## src/rtl/agc_mem_arbiter.sv

```systemverilog
// Two-port memory arbiter: CTR priority with CPU anti-starvation,
// fixed 3-cycle transactions and fixed-memory write protection.
module agc_mem_arbiter #(
  parameter int AW = 12,
  parameter int DW = 15,
  parameter logic [AW-1:0] FIXED_BASE = 12'h400
) (
  input  logic          clk,
  input  logic          rst_n,
  input  logic          cpu_req,
  input  logic          cpu_we,
  input  logic [AW-1:0] cpu_addr,
  input  logic [DW-1:0] cpu_wdata,
  output logic          cpu_ack,
  input  logic          ctr_req,
  input  logic          ctr_we,
  input  logic [AW-1:0] ctr_addr,
  input  logic [DW-1:0] ctr_wdata,
  output logic          ctr_ack,
  output logic [DW-1:0] rdata,
  output logic          err,
  output logic          gnt_ctr,
  output logic          busy,
  output logic          mem_en,
  output logic          mem_we,
  output logic [AW-1:0] mem_addr,
  output logic [DW-1:0] mem_din,
  input  logic [DW-1:0] mem_dout
);

  typedef enum logic [1:0] {
    IDLE,
    ACCESS,
    DONE
  } state_t;

  state_t        state;
  logic          last_ctr;
  logic          fault;
  logic          pick_ctr;
  logic          w_we;
  logic          w_prot;
  logic [AW-1:0] w_addr;
  logic [DW-1:0] w_wdata;

  // CTR wins unless it had the last grant and the CPU is waiting
  always_comb begin
    pick_ctr = ctr_req & ~(last_ctr & cpu_req);
    w_we     = pick_ctr ? ctr_we    : cpu_we;
    w_addr   = pick_ctr ? ctr_addr  : cpu_addr;
    w_wdata  = pick_ctr ? ctr_wdata : cpu_wdata;
    w_prot   = w_we & (w_addr >= FIXED_BASE);
  end

  always_ff @(posedge clk or negedge rst_n) begin
    if (!rst_n) begin
      state    <= IDLE;
      last_ctr <= 1'b0;
      fault    <= 1'b0;
      cpu_ack  <= 1'b0;
      ctr_ack  <= 1'b0;
      rdata    <= '0;
      err      <= 1'b0;
      gnt_ctr  <= 1'b0;
      busy     <= 1'b0;
      mem_en   <= 1'b0;
      mem_we   <= 1'b0;
      mem_addr <= '0;
      mem_din  <= '0;
    end else begin
      unique case (state)
        IDLE: begin
          if (cpu_req | ctr_req) begin
            state    <= ACCESS;
            gnt_ctr  <= pick_ctr;
            last_ctr <= pick_ctr;
            mem_addr <= w_addr;
            mem_din  <= w_wdata;
            mem_we   <= w_we & ~w_prot;
            mem_en   <= ~w_prot;
            fault    <= w_prot;
            busy     <= 1'b1;
          end
        end
        ACCESS: begin
          rdata   <= (!mem_we && !fault) ? mem_dout : '0;
          err     <= fault;
          cpu_ack <= ~gnt_ctr;
          ctr_ack <= gnt_ctr;
          mem_en  <= 1'b0;
          mem_we  <= 1'b0;
          state   <= DONE;
        end
        DONE: begin
          cpu_ack <= 1'b0;
          ctr_ack <= 1'b0;
          err     <= 1'b0;
          fault   <= 1'b0;
          busy    <= 1'b0;
          state   <= IDLE;
        end
        default: state <= IDLE;
      endcase
    end
  end

endmodule

```

## config.mk

```make
export PLATFORM = sky130hd
export DESIGN_NAME = agc_mem_arbiter
export DESIGN_NICKNAME = d
export VERILOG_FILES = /design/src/rtl/agc_mem_arbiter.sv
export SDC_FILE = /design/constraint.sdc
export NUM_CORES = 1
export LEC_CHECK = 0
export BUFFER_PORTS_ARGS = -buffer_cell sky130_fd_sc_hd__buf_4
export CAP_MARGIN = 20
export CORE_MARGIN = 10
export CORE_UTILIZATION = 44
export CTS_CLUSTER_DIAMETER = 100
export DETAILED_ROUTE_END_ITERATION = 8
export PLACE_DENSITY_LB_ADDON = 0.12
export SLEW_MARGIN = 20
export SYNTH_ARGS = -nofsm -noshare
export SYNTH_HDL_FRONTEND = slang
export SYNTH_SLANG_ARGS = --single-unit
```

## constraint.sdc

```tcl
create_clock -name clk -period 2.12 [get_ports clk]
set_input_delay 0.212 -clock clk [delete_from_list [all_inputs] [get_ports clk]]
set_output_delay 0.212 -clock clk [all_outputs]
set_load 0.1 [all_outputs]
```

# Word-level counts from Yosys, hierarchy flattened
# Cells that the tools add are included.
[op_classes]
order_cmp = 1
n_reduce_logical = 10
muxes = 17
n_div = 0
mul = 0
n_bitwise = 8
add_sub_neg = 0
n_shift = 0
eq_ne = 3
[op_table]
columns = ["op", "n"]
rows = [
  ["15-bit 2-to-1 mux", 2],
  ["1-bit one-hot mux with 2 select lines", 7],
  ["12-bit by 11-bit greater-or-equal comparator with 1-bit output, second input constant", 1],
  ["12-bit 2-to-1 mux", 1],
  ["2-bit AND reduction", 3],
  ["2-bit nonzero test", 3],
  ["1-bit 2-to-1 mux", 5],
  ["1-bit AND", 4],
  ["2-bit one-hot mux with 2 select lines", 1],
  ["1-bit inverter", 3],
  ["2-bit by 1-bit equality test with 1-bit output, second input constant", 1],
  ["2-bit equality test, second input constant", 1],
  ["1-bit zero test", 2],
  ["2-bit zero test", 1],
  ["2-bit 2-to-1 mux", 1],
  ["2-bit inequality test, second input constant", 1],
  ["1-bit logical AND", 1],
  ["1-bit OR", 1],
]
[word_totals]
input_bits = 75
reg_bits = 52
n_memories = 0
mem_bits_ro = 0
mem_bits_rw = 0
latch_bits = 0
word_cells = 51

# Longest topological paths before layout
[logic_depth]
depth_word = 10
ltp_mapped = 7

# Worst setup path after synthesis
# OpenSTA, ideal clock, no wires.
[synth_timing]
path_type = "register -> register"
from = "register last_ctr"
to = "register mem_din[10]"
arrival_time_ps = 1660
t_required_ps = 1988
path_slack_ps = 328
path_stages_with_launch = 6
period_less_slack_ps = 1792
setup_time_ps = 132
path_cell_list = "dfrtp_1 -> a21boi_2 -> buf_6 -> buf_6 -> mux2i_1 -> o21ai_1"
[synth_between]
elab_chain_cells = 4
[synth_rtl]
columns = ["item", "line_no", "rtl"]
rows = [
  ["from (decl)", "38", "logic last_ctr;"],
  ["from (signal assigned)", "76", "last_ctr <= pick_ctr;"],
  ["1-bit AND", "48", "pick_ctr = ctr_req & ~(last_ctr & cpu_req);"],
  ["1-bit inverter", "48", ""],
  ["1-bit AND", "48", ""],
  ["15-bit 2-to-1 mux", "51", "w_wdata = pick_ctr ? ctr_wdata : cpu_wdata;"],
  ["to (signal assigned)", "78", "mem_din <= w_wdata;"],
  ["to (decl)", "27", "output logic [DW-1:0] mem_din,"],
]
# No other way between the ends.
# A chain may end at the register's enable or synchronous reset.

# Worst setup path in the final report
[layout_timing]
from = "register state[0]"
to = "register fault"
[layout_between]
elab_chain_cells = 3
elab_cells_between_ends = 6
cone_classes = "eq/ne (2); mux (1); reduce/logical (3)"
[layout_rtl]
columns = ["item", "line_no", "rtl"]
rows = [
  ["from (decl)", "37", "state_t state;"],
  ["from (signal assigned)", "57", "state <= IDLE;"],
  ["from (signal assigned)", "74", "state <= ACCESS;"],
  ["from (signal assigned)", "92", "state <= DONE;"],
  ["2-bit equality test or 2-bit zero test (tied branches)", "71", "unique case (state)"],
  ["2-bit nonzero test (no source line) or 2-bit inequality test (tied branches)", "-", ""],
  ["2-bit AND reduction (no source line)", "-", ""],
  ["to (signal assigned)", "81", "fault <= w_prot;"],
  ["to (decl)", "39", "logic fault;"],
]
# Several ways; a longest one is shown, not always the timed one.

==> summary.md <==
| Metric | Value |
|---|---|
| Worst Path Required | 2300 ps |
| Routed vias | 1993 |
| GRT Resource Usage Total | 0.1437 |
| Count of final setup violators | 0 |
| Clock slew at reported path FFs | 90 ps |
| DRT iter0 DRCs | 81 |
| Final instance count without filler cells | 421 |
| Slew Limit Fails | 0 |
| Row count | 26 |
| Final worst-path cycle share | 0.7363 |
| Ant diodes | 0 |
| Most frequent cells in the layout | buf_4, dfrtp_1, nand2_1, mux2i_1, o21ai_0 |
| Syn avg cell area | 10.36 um^2 |
| CP arrival | 1740 ps |
| Setup Skew | 2.745 ps |
| Worst setup EP type | flop |
| I/O Pins | 124 |
| DRT Pass-1 Iters | 4 |
| Die Ht | 93.10 um |
| Distinct cells, synth | 23 |
| Clk sink count | 52 |
| Clock Tree Root | clkbuf_8 |
| Filler instances | 471 |
| PortBufs | 123 |
| Critical-path top delay cell | dfrtp_1 |
| Reg area | 0.001301 mm^2 |
| Die area | 0.008667 mm^2 |
| Core area | 0.005140 mm^2 |
| Seq cells post-synth | 52 |
| NumNets Final | 430 |
| Fin Hold WS | 118.9 ps |
| Min-Delay Path Class | in2reg |
| Most common cell after layout, fill and taps aside | buf_4 |
| Combined area of the multi-input logic cells | 930.9 um^2 |
| Crit start category | flop |
| Clock buffer count from CTS | 5 |
| Setup WS post-layout | 559.0 ps |
| Setup CP Type | reg2reg |
| Mapped Area | 0.002351 mm^2 |
| Ratio of cells with drive above 1 in the final layout | 0.4074 |
| Latest clock arrival within the worst-skew pair | 290 ps |
| Worst-Margin Slew | 647.6 ps |
| Grt ovf | 0 |
| Starting density of the core | 0.4574 |
| Syn-to-layout area delta | 47.21% |
| Final Hold Fails | 0 |
| Placed Instances | 413 |
| WL final | 6313 um |
| Synth Net Count | 306 |
| Crit path buf inv count | 3 |
| Tmin final | 1561 ps |
| # resized after CTS | 0 |
| DP HPWL | 5079 um |
| GPL Wtd Cong | 0.7255 |
| CTS tree | done |
| Max FO, Critical Path | 58 |
| # H-tree levels | 2 |
| Post-synthesis sequential area ratio | 0.5535 |
| TNS Setup | 0 ps |
| Antenna violations before repair | 0 |
| Unrepaired setup endpoints after global routing | false |
| Crit path max-delay family | buffers and inverters |
| Yosys warns | 0 |
| Max Cap Viol | 0 |
| Drt wl/cell | 15.00 um |
| FMAX | 640.6 MHz |
| CP max stage delay | 390 ps |
| Post-place setup slack | 582.5 ps |
| Worst-path cell chain | inv_1 -> ha_1 -> buf_4 -> o21ai_4 -> buf_12 -> nor2_1 -> a22o_1 |
| Cells after Synth | 227 |
| Via density | 4.734 |
| Clk buf depth | 2 |
| Vias in the first global route | 2067 |
| Die W | 93.10 um |
| Run status | finished, final reports clean |
| DRC Markers | 0 |
| Routed Antenna Nets | 0 |
| Relative slew slack | 0.5682 |
| Global-route wire length before repair | 10140 um |
| Pin count of the biggest net entering global routing | 59 |
[metal layers]
metal  vias up  GRT usage  wire length (um)
met1       903     0.1576              2455
met5         -          0                 0
li1       1008          -                 -
met3         4    0.04237               435
met4         0    0.03985                61
met2        78     0.2623              3361
[worst register-to-register path, delay by kind of cell (launching register included)]
| kind | cells | cell delay (ps) |
|---|---|---|
| compound gates | 2 | 270 |
| fa+ha+maj | 1 | 230 |
| buf+inv | 3 | 500 |
| flops | 1 | 390 |
| simple gates | 1 | 60 |
[cells in the mapped netlist (all sizes together)]
cell type | n | area share
dfrtp | 52 | 0.55
o21ai | 49 | 0.10
nand2 | 42 | 0.067
mux2i | 29 | 0.12
inv | 18 | 0.029
buf | 8 | 0.023
clkbuf | 4 | 0.0064
ha | 4 | 0.021
nor3b | 4 | 0.017
mux2 | 3 | 0.014
nor2 | 3 | 0.0048
a31o | 2 | 0.0075
nor2b | 2 | 0.0053
o31ai | 2 | 0.0064
a21boi | 1 | 0.0048
a21oi | 1 | 0.0021
a22o | 1 | 0.0037
a31oi | 1 | 0.0027
o21bai | 1 | 0.0032
[worst paths after layout]
kind	from	end	slack, ps	cells after the start
min in group asynchronous	rst_n	ctr_ack	480	2
max in group asynchronous	rst_n	rdata[2]	1200	2
hold / removal	mem_dout[2]	rdata[2]	120	3
setup / recovery	state[0]	fault	560	7
hold reg to reg	mem_addr[0]	mem_addr[0]	490	2
setup reg to reg	state[0]	fault	560	7
[repair_timing]
| action | in CTS | in global routing |
|---|---|---|
| buffers inserted | 0 | 0 |
| endpoints found under the hold margin | 52 | 0 |
| hold buffers | 1 | 0 |
[cell families (layout without fill, tap and decap cells)]
group                      count (synthesis)  count (layout)  share of synthesized area
muxes                                     32              32                     0.1378
AOI/OAI and AO/OA                         58              58                     0.1346
DFF                                       52              52                     0.5535
buffers and inverters                     30             154                    0.05854
adders and majority gates                  4               4                    0.02129
and+or+nand+nor                           51              51                    0.09419
[area by class of cell]
| cell class | count | area share |
|---|---|---|
| timing repair buffer | 129 | 0.2878 |
| tap | 70 | 0.02531 |
| clock inverter | 1 | 0.001446 |
| multi-input combinational | 145 | 0.2690 |
| sequential | 52 | 0.3760 |
| inverter | 18 | 0.01952 |
| clock buffer | 6 | 0.02097 |
[stage by stage]
stage | area (um^2) | util
global route | 3461 | 0.6733
global placement | 3373 | 0.6563
detailed placement | 3373 | 0.6563
finish | 3461 | 0.6733
CTS | 3461 | 0.6733
floorplan | 2351 | -
[sequential cells by signal (all words and copies together), names as in the netlist]
| name | cells |
|---|---|
| state | 2 |
| busy | 1 |
| rdata | 15 |
| mem_en | 1 |
| mem_din | 15 |
| mem_addr | 12 |
| cpu_ack | 1 |
| err | 1 |
| mem_we | 1 |
| ctr_ack | 1 |
| fault | 1 |
| last_ctr | 1 |
Power is not shown: default switching activity piles up to over one toggle a cycle in this logic, so the estimate is an artifact.
